### config.mk
export PLATFORM = sky130hd
export DESIGN_NAME = key_debounce_multi_flat
export DESIGN_NICKNAME = d
export VERILOG_FILES = /design/src/rtl/key_pkg.sv /design/src/rtl/key_debounce_multi_if.sv /design/src/rtl/key_debounce_ch.sv /design/src/rtl/key_debounce_multi.sv /design/src/flat_wrapper.sv
export SDC_FILE = /design/constraint.sdc
export NUM_CORES = 1
export LEC_CHECK = 0
export BUFFER_PORTS_ARGS = -buffer_cell sky130_fd_sc_hd__buf_2
export CORE_ASPECT_RATIO = 1.5
export CORE_MARGIN = 4
export CORE_UTILIZATION = 45
export CTS_CLUSTER_DIAMETER = 80
export DETAILED_ROUTE_END_ITERATION = 7
export PLACE_DENSITY = 0.71
export SYNTH_ARGS = -nofsm -noshare
export SYNTH_HDL_FRONTEND = slang
export SYNTH_SLANG_ARGS = --single-unit
### constraint.sdc
create_clock -name sys_clk -period 2.7 [get_ports sys_clk]
set_input_delay 0.27 -clock sys_clk [delete_from_list [all_inputs] [get_ports sys_clk]]
set_output_delay 0.27 -clock sys_clk [all_outputs]
set_load 0.01 [all_outputs]
### src/rtl/key_pkg.sv
// Shared types and default timing for the multi-channel key front end.
package key_pkg;

    typedef enum logic [1:0] {
        IDLE      = 2'd0,
        PRESSED   = 2'd1,
        LONG_HELD = 2'd2
    } key_state_e;

    localparam int CLK_FREQ_HZ = 50_000_000;
    localparam int DB_MS       = 20;
    localparam int LONG_MS     = 1000;

    localparam int DEF_DEBOUNCE_CYCLES = CLK_FREQ_HZ / 1000 * DB_MS;
    localparam int DEF_LONG_CYCLES     = CLK_FREQ_HZ / 1000 * LONG_MS;

    // Width able to hold 0..n-1.
    function automatic int cnt_width(input int n);
        return (n < 2) ? 1 : $clog2(n);
    endfunction

endpackage

### src/rtl/key_debounce_multi_if.sv
// Raw key pins and per-channel debounced level, event strobes and toggle state.
interface key_debounce_multi_if #(
    parameter int N_KEYS = 4
);
    logic [N_KEYS-1:0] key;
    logic [N_KEYS-1:0] key_level;
    logic [N_KEYS-1:0] press_pulse;
    logic [N_KEYS-1:0] release_pulse;
    logic [N_KEYS-1:0] long_pulse;
    logic [N_KEYS-1:0] click_pulse;
    logic [N_KEYS-1:0] toggle_out;

    modport master (
        output key,
        input  key_level, press_pulse, release_pulse, long_pulse, click_pulse, toggle_out
    );

    modport slave (
        input  key,
        output key_level, press_pulse, release_pulse, long_pulse, click_pulse, toggle_out
    );
endinterface

### src/rtl/key_debounce_ch.sv
// One key channel: 2-flop synchroniser, stable-time debounce, event FSM, toggle.
//   state     | meaning
//   IDLE      | key released, waiting for a debounced press
//   PRESSED   | key held, hold_cnt running towards the long threshold
//   LONG_HELD | long_pulse already fired, waiting for release
module key_debounce_ch
    import key_pkg::*;
#(
    parameter int DEBOUNCE_CYCLES = DEF_DEBOUNCE_CYCLES,
    parameter int LONG_CYCLES     = DEF_LONG_CYCLES,
    parameter int TOGGLE_MODE     = 0
) (
    input  logic sys_clk,
    input  logic sys_rst,
    input  logic key_n,
    output logic key_level,
    output logic press_pulse,
    output logic release_pulse,
    output logic long_pulse,
    output logic click_pulse,
    output logic toggle_out
);

    localparam int DBW = cnt_width(DEBOUNCE_CYCLES);
    localparam int HW  = cnt_width(LONG_CYCLES);
    localparam logic [DBW-1:0] DB_LAST   = DBW'(DEBOUNCE_CYCLES - 1);
    localparam logic [HW-1:0]  HOLD_LAST = HW'(LONG_CYCLES - 1);

    logic [1:0]     sync_q, sync_d;
    logic [DBW-1:0] db_cnt_q, db_cnt_d;
    logic [HW-1:0]  hold_cnt_q, hold_cnt_d;
    logic           level_q, level_d;
    key_state_e     state_q, state_d;
    logic           press_q, press_d;
    logic           release_q, release_d;
    logic           long_q, long_d;
    logic           click_q, click_d;
    logic           toggle_q, toggle_d;
    logic           key_s, level_rise, level_fall, toggle_evt;

    always_comb begin
        sync_d   = {sync_q[0], key_n};
        key_s    = ~sync_q[1];
        db_cnt_d = '0;
        level_d  = level_q;
        // Any cycle where the synchronised pin agrees with the level restarts the count.
        if (key_s != level_q) begin
            if (db_cnt_q >= DB_LAST) begin
                level_d = key_s;
            end else begin
                db_cnt_d = db_cnt_q + DBW'(1);
            end
        end
        level_rise = level_d & ~level_q;
        level_fall = ~level_d & level_q;

        state_d    = state_q;
        hold_cnt_d = hold_cnt_q;
        press_d    = 1'b0;
        release_d  = 1'b0;
        long_d     = 1'b0;
        click_d    = 1'b0;
        case (state_q)
            IDLE: begin
                if (level_rise) begin
                    state_d    = PRESSED;
                    press_d    = 1'b1;
                    hold_cnt_d = '0;
                end
            end
            PRESSED: begin
                // Release is checked first so it wins over a coincident long threshold.
                if (level_fall) begin
                    state_d   = IDLE;
                    release_d = 1'b1;
                    click_d   = 1'b1;
                end else if (hold_cnt_q >= HOLD_LAST) begin
                    state_d = LONG_HELD;
                    long_d  = 1'b1;
                end else begin
                    hold_cnt_d = hold_cnt_q + HW'(1);
                end
            end
            LONG_HELD: begin
                if (level_fall) begin
                    state_d   = IDLE;
                    release_d = 1'b1;
                end
            end
            default: state_d = IDLE;
        endcase

        toggle_evt = (TOGGLE_MODE == 0) ? press_q : click_q;
        toggle_d   = toggle_q ^ toggle_evt;
    end

    always_ff @(posedge sys_clk) begin
        if (sys_rst) begin
            sync_q     <= 2'b11;
            db_cnt_q   <= '0;
            hold_cnt_q <= '0;
            level_q    <= 1'b0;
            state_q    <= IDLE;
            press_q    <= 1'b0;
            release_q  <= 1'b0;
            long_q     <= 1'b0;
            click_q    <= 1'b0;
            toggle_q   <= 1'b0;
        end else begin
            sync_q     <= sync_d;
            db_cnt_q   <= db_cnt_d;
            hold_cnt_q <= hold_cnt_d;
            level_q    <= level_d;
            state_q    <= state_d;
            press_q    <= press_d;
            release_q  <= release_d;
            long_q     <= long_d;
            click_q    <= click_d;
            toggle_q   <= toggle_d;
        end
    end

    assign key_level     = level_q;
    assign press_pulse   = press_q;
    assign release_pulse = release_q;
    assign long_pulse    = long_q;
    assign click_pulse   = click_q;
    assign toggle_out    = toggle_q;

endmodule

### src/rtl/key_debounce_multi.sv
// Multi-channel key front end: N_KEYS fully independent debounce/event channels.
module key_debounce_multi
    import key_pkg::*;
#(
    parameter int N_KEYS          = 4,
    parameter int DEBOUNCE_CYCLES = DEF_DEBOUNCE_CYCLES,
    parameter int LONG_CYCLES     = DEF_LONG_CYCLES,
    parameter int TOGGLE_MODE     = 0
) (
    input  logic                  sys_clk,
    input  logic                  sys_rst,
    key_debounce_multi_if.slave   kif
);

    for (genvar i = 0; i < N_KEYS; i++) begin : g_ch
        key_debounce_ch #(
            .DEBOUNCE_CYCLES (DEBOUNCE_CYCLES),
            .LONG_CYCLES     (LONG_CYCLES),
            .TOGGLE_MODE     (TOGGLE_MODE)
        ) u_ch (
            .sys_clk       (sys_clk),
            .sys_rst       (sys_rst),
            .key_n         (kif.key[i]),
            .key_level     (kif.key_level[i]),
            .press_pulse   (kif.press_pulse[i]),
            .release_pulse (kif.release_pulse[i]),
            .long_pulse    (kif.long_pulse[i]),
            .click_pulse   (kif.click_pulse[i]),
            .toggle_out    (kif.toggle_out[i])
        );
    end

endmodule

### src/flat_wrapper.sv
// flat-port wrapper written by rule: the top's interface ports become plain ports
module key_debounce_multi_flat import key_pkg::*;
#(
    parameter int N_KEYS          = 4,
    parameter int DEBOUNCE_CYCLES = DEF_DEBOUNCE_CYCLES,
    parameter int LONG_CYCLES     = DEF_LONG_CYCLES,
    parameter int TOGGLE_MODE     = 0
)
  (sys_clk, sys_rst, kif_key, kif_key_level, kif_press_pulse, kif_release_pulse, kif_long_pulse, kif_click_pulse, kif_toggle_out);
  key_debounce_multi_if #(.N_KEYS(N_KEYS)) kif_i ();
  input  logic sys_clk;
  input  logic sys_rst;
  input wire logic [$bits(kif_i.key)-1:0] kif_key;
  output wire logic [$bits(kif_i.key_level)-1:0] kif_key_level;
  output wire logic [$bits(kif_i.press_pulse)-1:0] kif_press_pulse;
  output wire logic [$bits(kif_i.release_pulse)-1:0] kif_release_pulse;
  output wire logic [$bits(kif_i.long_pulse)-1:0] kif_long_pulse;
  output wire logic [$bits(kif_i.click_pulse)-1:0] kif_click_pulse;
  output wire logic [$bits(kif_i.toggle_out)-1:0] kif_toggle_out;
  assign kif_i.key = kif_key;
  assign kif_key_level = kif_i.key_level;
  assign kif_press_pulse = kif_i.press_pulse;
  assign kif_release_pulse = kif_i.release_pulse;
  assign kif_long_pulse = kif_i.long_pulse;
  assign kif_click_pulse = kif_i.click_pulse;
  assign kif_toggle_out = kif_i.toggle_out;
  key_debounce_multi #(.N_KEYS(N_KEYS), .DEBOUNCE_CYCLES(DEBOUNCE_CYCLES), .LONG_CYCLES(LONG_CYCLES), .TOGGLE_MODE(TOGGLE_MODE)) u_core (.sys_clk(sys_clk), .sys_rst(sys_rst), .kif(kif_i));
endmodule
==> results of run 1 <==
-- cell usage in the layout, fill, tap and decap left out, drive strengths merged, types with 20 or more instances in the layout --
| master | instances |
|---|---|
| nor2 | 200 |
| xor2 | 78 |
| dfxtp | 224 |
| nand3 | 68 |
| and3 | 36 |
| o21ai | 37 |
| nor3 | 35 |
| ha | 20 |
| clkbuf | 37 |
| buf | 86 |
| xnor2 | 61 |
| a21oi | 43 |
| or3 | 33 |
| nand2 | 79 |
| nand4 | 57 |
| inv | 43 |
-- stage by stage --
| stage | hold WS (ns) | cell area, um2 | worst slack (ns) | utilization (%) |
|---|---|---|---|---|
| finish | 0.07592 | 12070 | 0.03086 | 52.15 |
| global route | 0.07231 | 12070 | -0.04010 | 52.15 |
| CTS | 0.05857 | 11980 | 0.02265 | 51.75 |
| detailed placement | 0.3965 | 11220 | -0.03924 | 48.50 |
| global placement | 0.3944 | 11220 | -0.008744 | 48.50 |
| floorplan | 0.3738 | 10600 | 0.03974 | - |
-- power groups by stage --
stage                     registers (W)  logic, W  clock network [W]
after floorplan                 0.00340  0.000154                  0
after global placement          0.00341  0.000213                  0
after detailed placement        0.00341  0.000214                  0
after CTS                       0.00333  0.000219            0.00308
after global routing            0.00333  0.000247            0.00319
final                           0.00333  0.000218            0.00296
-- flip-flops by register name, summed over array words and instances, names as in the netlist --
| register | cells |
|---|---|
| u_core.g_ch.u_ch.toggle_out | 4 |
| u_core.g_ch.u_ch.click_pulse | 4 |
| u_core.g_ch.u_ch.hold_cnt_q | 104 |
| u_core.g_ch.u_ch.release_pulse | 4 |
| u_core.g_ch.u_ch.sync_q | 8 |
| u_core.g_ch.u_ch.press_pulse | 4 |
| u_core.g_ch.u_ch.key_level | 4 |
| u_core.g_ch.u_ch.db_cnt_q | 80 |
| u_core.g_ch.u_ch.state_q | 8 |
| u_core.g_ch.u_ch.long_pulse | 4 |
-- kinds of logic (layout without fill, tap and decap cells) --
logic type	count (synthesis)	after routing	share of synthesized area, %
AOI/OAI and AO/OA	153	153	9.594
muxes	5	5	0.4838
DFF	224	224	42.29
xor gates and xnor gates	139	139	11.48
and+or+nand+nor	605	605	28.97
adders and majority gates	20	20	2.360
buffers and inverters	111	172	4.815
-- worst register-to-register path, cell delays in order, from the launching register on --
cell	delay, ns
dfxtp_1	0.31
or3_1	0.36
a31o_1	0.22
a211o_1	0.33
a32o_2	0.28
or3_4	0.37
buf_8	0.15
or4_1	0.47
a21oi_1	0.13
-- area by class of cell --
class / count / area [um2] / area share [%]
inverter: 43 / 161.4 / 1.337
sequential: 224 / 4486 / 37.17
timing repair buffer: 91 / 645.6 / 5.349
clock buffer: 36 / 694.4 / 5.754
clock inverter: 2 / 10.01 / 0.08294
multi-input combinational: 922 / 5678 / 47.05
tap: 315 / 394.1 / 3.266
-- routing by layer --
layer | track usage (%) | routed length [um] | vias up
li1 | - | - | 4477
met1 | 18.18 | 9149 | 4117
met2 | 29.99 | 10840 | 123
met3 | 2.258 | 698 | 43
met4 | 6.138 | 626 | 0
met5 | 0 | 0 | -
-- worst max-delay path by stage --
stage	startpoint	end	cells after the start
5_1_grt	u_core.g_ch[3].u_ch.db_cnt_q[7]	u_core.g_ch[3].u_ch.hold_cnt_q[11]	8
3_5_place_dp	u_core.g_ch[3].u_ch.db_cnt_q[0]	u_core.g_ch[3].u_ch.hold_cnt_q[21]	9
2_1_floorplan	u_core.g_ch[3].u_ch.db_cnt_q[0]	u_core.g_ch[3].u_ch.hold_cnt_q[25]	9
4_1_cts	u_core.g_ch[3].u_ch.db_cnt_q[0]	u_core.g_ch[3].u_ch.hold_cnt_q[11]	9
6_report	u_core.g_ch[3].u_ch.db_cnt_q[7]	u_core.g_ch[3].u_ch.hold_cnt_q[21]	8
3_3_place_gp	u_core.g_ch[3].u_ch.db_cnt_q[0]	u_core.g_ch[3].u_ch.hold_cnt_q[21]	9
-- what timing repair did --
action,CTS,global route
hold buffers,4,0
endpoints found under the hold margin,4,0
pin swaps,1,10
cloned,0,1
setup endpoints to repair,3,9
resized for setup,2,14
setup buffers,0,2
==> key figures, run 1 <==
Run status
  • Status: complete, no violations

Timing
  • Max Clk Rate: 374.7 MHz
  • Slew margin rel.: 55.73%
  • Tcrit/Tclk final: 98.86%
  • Max-slew violations: 0
  • Final worst path period need: 2.669 ns
  • # setup viols final: 0
  • Setup_tns: 0 ns
  • Worst slew pin tran: 0.6640 ns
  • RSZ-0062 raised after global routing: true
  • Layout Skew: 0.006331 ns
  • Final Hold Fails: 0

Global route
  • Initial antenna violation count: 0
  • Vias in the first global route: 8560
  • Total congestion overflow: 0
  • Largest net degree at the start of global routing: 26
  • Total track usage: 16.00%
  • First-pass GRT wire length: 36940 um

Logic synthesis
  • Sequential area share after synthesis: 42.29%
  • Syn Std Cell Area: 10600 um2
  • Top cells by count, synth: dfxtp_1 (224), nor2_1 (200), nand2_1 (79)
  • Post-Syn Instances: 1257
  • Distinct cells, synth: 66
  • Primary FF master, synth: dfxtp_1
  • Syn Nets: 1283
  • Top cells by area, synth: dfxtp_1 (42%), nor2_1 (7.1%), xor2_1 (6.4%), xnor2_1 (5.0%), nand4_1 (3.4%)
  • Post-synth ARST share: 0%
  • Post-Syn Area per Cell: 8.435 um2
  • Synth area leader: dfxtp_1
  • Number of synthesized register bits: 224
  • Synth Warn #: 0
  • Post-synth EDFFs: 0
  • Yosys top cell area share: 42.29%
  • Count leader, synth: dfxtp_1

Setup path
  • CP Data Arrival Time: 3.10 ns
  • Critical path's slowest cell: or4_1
  • R2R Setup Slk: 0.03 ns
  • CP Max Fanout: 7
  • Reg-to-Reg Start: u_core.g_ch[3].u_ch.db_cnt_q[7]
  • Worst-path cell chain: or3_1 > a31o_1 > a211o_1 > a32o_2 > or3_4 > buf_8 > or4_1 > a21oi_1
  • Critical path required time: 3.13 ns
  • Startpoint Class: flop
  • R2r endpoint: u_core.g_ch[3].u_ch.hold_cnt_q[21]
  • Critical Path Max Stage Delay: 0.47 ns
  • R2R depth: 8
  • Kind of critical path: reg -> reg
  • Worst setup EP type: flop
  • CP top delay family: simple AND/OR/NAND/NOR gates
  • Buffers plus inverters on the worst setup path: 1

Power
  • Total net switching power: 0.001366 W
  • P per Cell Area: 539.5 nW/um2
  • Internal power: 0.005145 W
  • Leak: 4.153 nW
  • Clk pwr share: 45.4%
  • Final Power: 0.006511 W
  • VDD IR max: 0.4034 mV
  • Seq pwr share: 51.2%
  • Sw frac: 20.98%
  • Comb power frac: 3.4%

Place
  • Gp weighted congestion: 0.8176
  • Post-detail-place hpwl: 15040 um
  • PortBufs: 29
  • Placed Instances: 1588

Clock network
  • CTS buffer count: 23
  • CTS root buffer: clkbuf_16
  • CTS Buffer Depth: 3
  • Clk slew on worst S/H paths: 0.06 ns
  • TritonCTS clock tree: done
  • Htree depth: 1
  • Clk Latency, worst-skew pair: 0.50 ns
  • Num Clock Sinks: 224

Route
  • Detailed-router iteration count before antenna repair: 4
  • Antenna-violating nets left: 0
  • Routed WL per cell: 13.05 um
  • DRC Markers: 0
  • DR vias/cell: 5.364
  • Via Count: 8760
  • 1st-iter DRT viols: 274
  • Drt total wl: 21310 um

Floorplan
  • Die span in x: 133.3 um
  • Rows: 68
  • Die area: 26130 um2
  • Die Ht: 196.0 um
  • Core ar.: 23140 um2
  • I/O pins: 30
  • Initial Util: 45.82%

Worst hold path
  • Min-delay src: sys_rst
  • WHS Endpoint: u_core.g_ch[1].u_ch.hold_cnt_q[0]
  • Hold crit path type: in -> reg
  • Hold Path Stages: 2

Final layout
  • Synthesis-to-finish area growth: 13.83%
  • Layout cells sized above 1: 11.76%
  • Non-Filler Instances: 1633
  • # diodes: 0
  • NumNets Final: 1331
  • Final-layout fill cell count: 2190

Job
  • Max Cap Viol: 0
No activity file was read; power rests on OpenSTA's default activity.
==> run 2, diff against run 1 <==
ABC_AREA = 1   (was not set)
CORE_MARGIN = not set   (was 4)
==> run 2 against run 1 <==
  * Critical path depth is 5 higher
  * Flip-flop and latch count unchanged
  * Synthesized cell count rose by 62%
  * Clock-buffer cell count fell by 3
  * First-iteration DRC count grew 100%
  * Setup slack improved by 0.32 ns
  * Clock power increased by 23%
  * Core utilization fell by 2.1 points
  * Sequential share of layout area is 6.1 points lower
  * Synthesized area is 25% higher
  * Via count is 44% higher
  * Highest routed layer unchanged
==> key figures, run 2 <==
Setup path
  • Kind of critical path: reg -> reg
  • Worst setup EP type: flop
  • CP Depth: 13 (+5)
  • Worst-path cell chain: ha_1 > nand2_1 > nor2_2 > nand2_1 > nand2_1 > nand3_1 > nand3_1 > nor2_1 > nand2_4 > nand2_4 > nand2_4 > nand2_1 > a21oi_1
  • Critical path required time: 3.16 ns (+0.03 ns)
  • R2R Setup Slk: 0.35 ns (+0.32 ns)
  • Buffers plus inverters on the worst setup path: 0 (-1)
  • R2R depth: 13 (+5)
  • Launch point of the critical path: u_core.g_ch[0].u_ch.hold_cnt_q[0]
  • CP top delay family: simple AND/OR/NAND/NOR gates
  • CP Max Fanout: 29 (+22)
  • Critical path's slowest cell: dfxtp_1
  • Startpoint Class: flop
  • Setup crit end: u_core.g_ch[0].u_ch.hold_cnt_q[6]
  • Reg-to-Reg Start: u_core.g_ch[0].u_ch.hold_cnt_q[0]
  • R2r endpoint: u_core.g_ch[0].u_ch.hold_cnt_q[6]
  • Critical Path Max Stage Delay: 0.41 ns (-0.06 ns)
  • CP Data Arrival Time: 2.82 ns (-0.28 ns)
  • CP most frequent cell: nand2_1

Logic synthesis
  • Top cells by area, synth: dfxtp_1 (34%), nand2_1 (15%), nor2_1 (11%), a21oi_1 (5.2%), inv_1 (5.1%)
  • Syn Std Cell Area: 13220 um2 (+25%)
  • Synth Warn #: 0 (unchanged)
  • Sequential area share after synthesis: 33.93% (-8.4 points)
  • Post-synth EDFFs: 0 (unchanged)
  • Syn Nets: 2065 (+61%)
  • Post-synth ARST share: 0% (unchanged)
  • Synth area leader: dfxtp_1
  • Top cells by count, synth: nand2_1 (524), nor2_1 (379), dfxtp_1 (224)
  • Post-Syn Area per Cell: 6.482 um2 (-23%)
  • Primary FF master, synth: dfxtp_1
  • Count leader, synth: nand2_1
  • Number of synthesized register bits: 224 (unchanged)
  • Post-Syn Instances: 2039 (+62%)
  • Distinct cells, synth: 44 (-33%)
  • Yosys top cell area share: 33.93% (-8.4 points)

Route
  • Drt total wl: 30900 um (+45%)
  • Routed WL per cell: 12.67 um (-2.9%)
  • 1st-iter DRT viols: 551 (+100%)
  • Via Count: 12580 (+44%)
  • Detailed-router iteration count before antenna repair: 5 (+1)
  • DRC Markers: 0 (unchanged)
  • Antenna-violating nets left: 0 (unchanged)
  • DR vias/cell: 5.159 (-3.8%)

Timing
  • Setup_tns: 0 ns (unchanged)
  • Max Clk Rate: 424.9 MHz (+13%)
  • Layout Skew: 0.007755 ns (+0.001423 ns)
  • Final Hold Fails: 0 (unchanged)
  • Final hold slack: 0.2847 ns (+0.2088 ns)
  • Tcrit/Tclk final: 87.17% (-12 points)
  • Max-slew violations: 0 (unchanged)
  • Worst setup margin: 0.3464 ns (+0.3155 ns)
  • RSZ-0062 raised after global routing: false
  • # setup viols final: 0 (unchanged)
  • Worst slew pin tran: 0.6532 ns (-0.01077 ns)
  • Final worst path period need: 2.354 ns (-0.3155 ns)
  • Slew margin rel.: 56.45% (+0.72 points)

Place
  • Post-detail-place hpwl: 21930 um (+46%)
  • PortBufs: 29 (unchanged)
  • Setup WS pre-CTS: 0.3663 ns (+0.4055 ns)
  • Gp weighted congestion: 0.9072 (+11%)

Final layout
  • Synthesis-to-finish area growth: 9.051%
  • Top Registers: u_core.g_ch.u_ch.hold_cnt_q: 104 flops, u_core.g_ch.u_ch.db_cnt_q: 80 flops
  • Final-layout fill cell count: 2917 (+33%)
  • Most flops, register: u_core.g_ch.u_ch.hold_cnt_q
  • Largest register FFs: 104 (unchanged)
  • Final core utilization: 50.02% (-2.1 points)
  • Most common cell after layout, fill and taps aside: nand2_1
  • Layout cells sized above 1: 7.129% (-4.6 points)
  • Commonest non-fill, non-tap cells in the layout: nand2_1 (524), nor2_1 (379), dfxtp_1 (224)
  • # diodes: 0 (unchanged)
  • NumNets Final: 2056 (+54%)

Floorplan
  • Initial Util: 45.87% (+0.055 points)
  • Die Ht: 211.9 um (+8.1%)
  • I/O pins: 30 (unchanged)
  • Die area: 30070 um2 (+15%)
  • Die span in x: 141.9 um (+6.5%)
  • Core ar.: 28810 um2 (+25%)
  • Rows: 76 (+12%)

Global route
  • Total congestion overflow: 0 (unchanged)
  • Initial antenna violation count: 1 (+1)
  • Total track usage: 20.86% (+4.9 points)
  • First-pass GRT wire length: 52550 um (+42%)
  • Largest net degree at the start of global routing: 123 (+370%)
  • Vias in the first global route: 11860 (+39%)

Clock network
  • Post-CTS sizing: 0 (-2)
  • Clk slew on worst S/H paths: 0.06 ns (about the same)
  • CTS Buffer Depth: 3 (unchanged)
  • CTS buffer count: 25 (+8.7%)
  • Num Clock Sinks: 224 (unchanged)
  • TritonCTS clock tree: done
  • Clk Latency, worst-skew pair: 0.54 ns (+0.04 ns)
  • Htree depth: 1 (unchanged)
  • CTS root buffer: clkbuf_16
  • # Post-CTS Setup Buffers: 0 (unchanged)

Worst hold path
  • Hold crit path type: in -> reg

Run status
  • Status: complete, no violations

Power
  • Leak: 4.931 nW (+19%)
  • VDD IR max: 0.4619 mV (+15%)
  • Final Power: 0.007918 W (+22%)
  • P per Cell Area: 549.4 nW/um2 (+1.8%)

Job
  • Max Cap Viol: 0 (unchanged)
## run 2: cell types whose count changed after synthesis, moves of 33 or more
cell	previous run	this run
nand2_1	79	524
inv_1	43	179
nand3_1	67	123
or3_1	33	0
nand4_1	57	107
a21oi_1	43	136
nor2_1	200	379
xnor2_1	61	27
and3_1	36	2
## run 2: how the worst min path moves through the flow
stage / to / cells past startpoint / startpoint / slack, ns
floorplan: u_core.g_ch[2].u_ch.key_level / 1 / sys_rst / 0.36
global placement: u_core.g_ch[1].u_ch.sync_q[1] / 1 / u_core.g_ch[1].u_ch.sync_q[0] / 0.40
detailed placement: u_core.g_ch[1].u_ch.sync_q[1] / 1 / u_core.g_ch[1].u_ch.sync_q[0] / 0.39
CTS: u_core.g_ch[0].u_ch.release_pulse / 4 / sys_rst / 0.25
global route: u_core.g_ch[0].u_ch.hold_cnt_q[0] / 4 / sys_rst / 0.29
finish: u_core.g_ch[0].u_ch.release_pulse / 4 / sys_rst / 0.28
## run 2: routing by layer
metal	track usage, %	vias to the layer above	wire (um)
met3	2.895	67	1075
met5	0	-	0
met1	22.79	5767	13030
met4	9.270	0	1018
li1	-	6548	-
met2	39.41	195	15780
## run 2: worst min-delay path: cells and delay by family
| family | cells | cell delay, ns |
|---|---|---|
| buf+inv | 2 | 0.33 |
| simple gates | 2 | 0.17 |
## run 2: area by class of cell
type / count / area [um2] / share of cell area (%)
repair buffers: 56 / 385.4 / 2.674
well taps: 390 / 488.0 / 3.386
clock buffers: 33 / 705.7 / 4.896
multi-input cells: 1539 / 7481 / 51.91
flip-flops and latches: 224 / 4484 / 31.11
clock inverters: 12 / 177.7 / 1.233
inverters: 184 / 690.7 / 4.792
## run 2: kinds of logic after synthesis
| logic type | synth area share, % |
|---|---|
| AO/OA/AOI/OAI | 7.517 |
| XOR/XNOR | 4.970 |
| adder cells (fa/ha/maj) | 1.893 |
| buffers and inverters | 9.467 |
| flip-flops | 33.93 |
| AND/OR/NAND/NOR | 42.22 |
## run 2: power breakdown
| part | internal, W | switching (W) |
|---|---|---|
| Clock | 0.00222 | 0.00141 |
| Combinational | 0.000233 | 0.000673 |
| Sequential | 0.00335 | 0.0000368 |
## run 2: what timing repair did
action / CTS / global route
setup endpoints to repair: 0 / 0
hold buffers: 4 / 0
endpoints found under the hold margin: 4 / 0
## run 2: through the flow
stage               instance area [um2]  instances
floorplan                         13220       2039
global placement                  13490       2389
detailed placement                13490       2389
CTS                               14410       2438
global route                      14410       2438
finish                            14410       2438
==> run 3, diff against run 2 <==
PLACE_DENSITY = 0.69   (was 0.71)
RECOVER_POWER = 50   (was not set)
clock period = 3 ns   (was 2.7 ns; I/O delays follow)
==> run 3 against run 2 <==
  * The flow now finishes with violations (capacitance limit, slew limit)
  * Die area is the same
  * Critical endpoint is now u_core.g_ch[0].u_ch.hold_cnt_q[9]
  * Non-clock buffer count shrank 4
  * First-iteration DRC count increased by 0.73%
  * Clock-buffer cell count rose by 2
  * Setup slack better by 0.095 ns
  * Cell count shrank 0.25%
  * Sequential power decreased by 10%
  * Clock power decreased by 13%
  * Largest cell class unchanged
  * Sequential share of layout area grew 0.36 points
  * Highest routed layer unchanged
  * Critical path depth shrank 2
  * Design area fell by 1.1%
==> key figures, run 3 (synthesized netlist as in run 2, its figures left out) <==
Timing
  • Final worst path period need: 2.559 ns (+0.2050 ns)
  • Slew margin rel.: -14.77% (-71 points)
  • Tcrit/Tclk final: 85.29% (-1.9 points)
  • RSZ-0062 raised after global routing: false
  • Max Clk Rate: 390.8 MHz (-8.0%)
  • # setup viols final: 0 (unchanged)
  • Final Hold Fails: 0 (unchanged)
  • Worst slew pin tran: 1.722 ns (+1.068 ns)
  • Setup_tns: 0 ns (unchanged)
  • Layout Skew: 0.01211 ns (+0.004360 ns)
  • Worst setup margin: 0.4414 ns (+0.09504 ns)
  • Max-slew violations: 80 (+80)

Clock network
  • TritonCTS clock tree: done
  • CTS buffer count: 25 (unchanged)
  • CTS Buffer Depth: 3 (unchanged)
  • CTS root buffer: clkbuf_16
  • Clk slew on worst S/H paths: 0.06 ns (about the same)
  • Htree depth: 1 (unchanged)
  • Num Clock Sinks: 224 (unchanged)
  • Post-CTS sizing: 0 (unchanged)
  • Clk Latency, worst-skew pair: 0.54 ns (about the same)

Global route
  • Total congestion overflow: 0 (unchanged)
  • Largest net degree at the start of global routing: 80 (-35%)
  • Vias in the first global route: 11810 (-0.38%)
  • Total track usage: 20.85% (about the same)
  • Initial antenna violation count: 0 (-1)
  • First-pass GRT wire length: 52410 um (-0.26%)

Place
  • PortBufs: 29 (unchanged)
  • DP Area: 13450 um2 (-0.32%)
  • Setup WS pre-CTS: 0.6163 ns (+0.2500 ns)
  • Post-detail-place hpwl: 22020 um (+0.41%)
  • Gp weighted congestion: 0.9298 (+2.5%)

Worst hold path
  • Min-delay src: sys_rst
  • WHS Endpoint: u_core.g_ch[3].u_ch.hold_cnt_q[5]
  • Hold crit path type: in -> reg
  • Hold Path Stages: 2 (-2)

Route
  • Detailed-router iteration count before antenna repair: 4 (-1)
  • Antenna-violating nets left: 0 (unchanged)
  • Via Count: 12540 (-0.28%)
  • Drt total wl: 30870 um (about the same)
  • DRC Markers: 0 (unchanged)
  • Routed WL per cell: 12.69 um (+0.16%)
  • 1st-iter DRT viols: 555 (+0.73%)
  • DR vias/cell: 5.157 (about the same)

Final layout
  • Cell area after layout: 14250 um2 (-1.1%)
  • Final core utilization: 49.45% (-0.57 points)
  • Most flops, register: u_core.g_ch.u_ch.hold_cnt_q
  • Largest register FFs: 104 (unchanged)
  • Synthesis-to-finish area growth: 7.811%
  • Layout cells sized above 1: 5.289% (-1.8 points)
  • NumNets Final: 2052 (-0.19%)
  • Most common cell after layout, fill and taps aside: nand2_1
  • # diodes: 0 (unchanged)
  • Top Registers: u_core.g_ch.u_ch.hold_cnt_q: 104 flops, u_core.g_ch.u_ch.db_cnt_q: 80 flops
  • Commonest non-fill, non-tap cells in the layout: nand2_1 (526), nor2_1 (380), dfxtp_1 (224)

Setup path
  • Critical path's slowest cell: nor3_1
  • Reg-to-Reg Start: u_core.g_ch[0].u_ch.db_cnt_q[0]
  • Critical Path Max Stage Delay: 0.59 ns (+0.18 ns)
  • Kind of critical path: reg -> reg
  • CP top delay family: simple AND/OR/NAND/NOR gates
  • Critical path required time: 3.45 ns (+0.29 ns)
  • Startpoint Class: flop
  • R2r endpoint: u_core.g_ch[0].u_ch.hold_cnt_q[9]
  • Worst-path cell chain: ha_1 > inv_1 > nor3_1 > nand3_2 > nand3_4 > nand3_4 > nand2_4 > nand2_4 > nand2_4 > nand2_1 > a21oi_1
  • CP Data Arrival Time: 3.01 ns (+0.19 ns)
  • R2R depth: 11 (-2)
  • CP Max Fanout: 29 (unchanged)
  • Buffers plus inverters on the worst setup path: 1 (+1)
  • R2R Setup Slk: 0.44 ns (+0.10 ns)
  • CP most frequent cell: nand2_4
  • Worst setup EP type: flop

Floorplan
  • Die span in x: 141.9 um (unchanged)
  • I/O pins: 30 (unchanged)
  • Initial Util: 45.87% (unchanged)
  • Rows: 76 (unchanged)
  • Die area: 30070 um2 (unchanged)
  • Die Ht: 211.9 um (unchanged)
  • Core ar.: 28810 um2 (unchanged)

Job
  • Max Cap Viol: 1 (+1)

Power
  • Final Power: 0.006992 W (-12%)
  • VDD IR max: 0.4927 mV (+6.7%)
  • P per Cell Area: 490.7 nW/um2 (-11%)
  • Leak: 4.763 nW (-3.4%)

Run status
  • Failing checks: capacitance limit, slew limit
  • Status: finished with violations
run 3: cell count changes in the layout (fill, tap and decap cells not counted), sizes merged:
cell	before	now
buf	52	20
clkbuf	33	63
clkinvlp	4	0
bufinv	4	3
clkinv	5	6
run 3: how the worst max path moves through the flow:
stage                                            from  slack, ns  cells past startpoint                                 end
floorplan           u_core.g_ch[2].u_ch.hold_cnt_q[0]       1.14                     12   u_core.g_ch[2].u_ch.hold_cnt_q[0]
global placement    u_core.g_ch[0].u_ch.hold_cnt_q[0]       0.68                     13  u_core.g_ch[0].u_ch.hold_cnt_q[25]
detailed placement  u_core.g_ch[0].u_ch.hold_cnt_q[0]       0.62                     13  u_core.g_ch[0].u_ch.hold_cnt_q[20]
CTS                 u_core.g_ch[0].u_ch.hold_cnt_q[0]       0.61                     13  u_core.g_ch[0].u_ch.hold_cnt_q[20]
global route          u_core.g_ch[0].u_ch.db_cnt_q[0]       0.20                     11  u_core.g_ch[0].u_ch.hold_cnt_q[24]
finish                u_core.g_ch[0].u_ch.db_cnt_q[0]       0.44                     11   u_core.g_ch[0].u_ch.hold_cnt_q[9]
run 3: power breakdown:
group          switching [W]  internal [W]
clock                0.00124       0.00193
combinational       0.000597      0.000182
sequential         0.0000323       0.00301
run 3: cell type report:
class                   count  area [um2]
repair buffers             52       287.8
multi-input cells        1539        7452
fillers                  2996       14560
inverters                 184       690.7
well taps                 390       488.0
flip-flops and latches    224        4484
clock buffers              35       723.2
clock inverters             8       122.6
run 3: layer usage:
| metal | part of all wire, % | GRT usage (%) | wire [um] | up-vias |
|---|---|---|---|---|
| met1 | 41 | 22.33 | 12750 | 5724 |
| met3 | 3.8 | 2.918 | 1180 | 73 |
| met5 | 0 | 0 | 0 | - |
| met4 | 3.4 | 9.195 | 1047 | 0 |
| met2 | 51 | 39.95 | 15900 | 205 |
| li1 | - | - | - | 6540 |
run 3: what timing repair did:
action,CTS,global route
endpoints found under the hold margin,4,0
hold buffers,4,0
setup buffers,0,0
run 3: through the flow:
stage	std cells	hold slack (ns)
2_1_floorplan	2039	0.3860
3_3_place_gp	2385	0.3974
3_5_place_dp	2385	0.4006
4_1_cts	2432	0.2278
5_1_grt	2432	0.2580
6_report	2432	0.2457
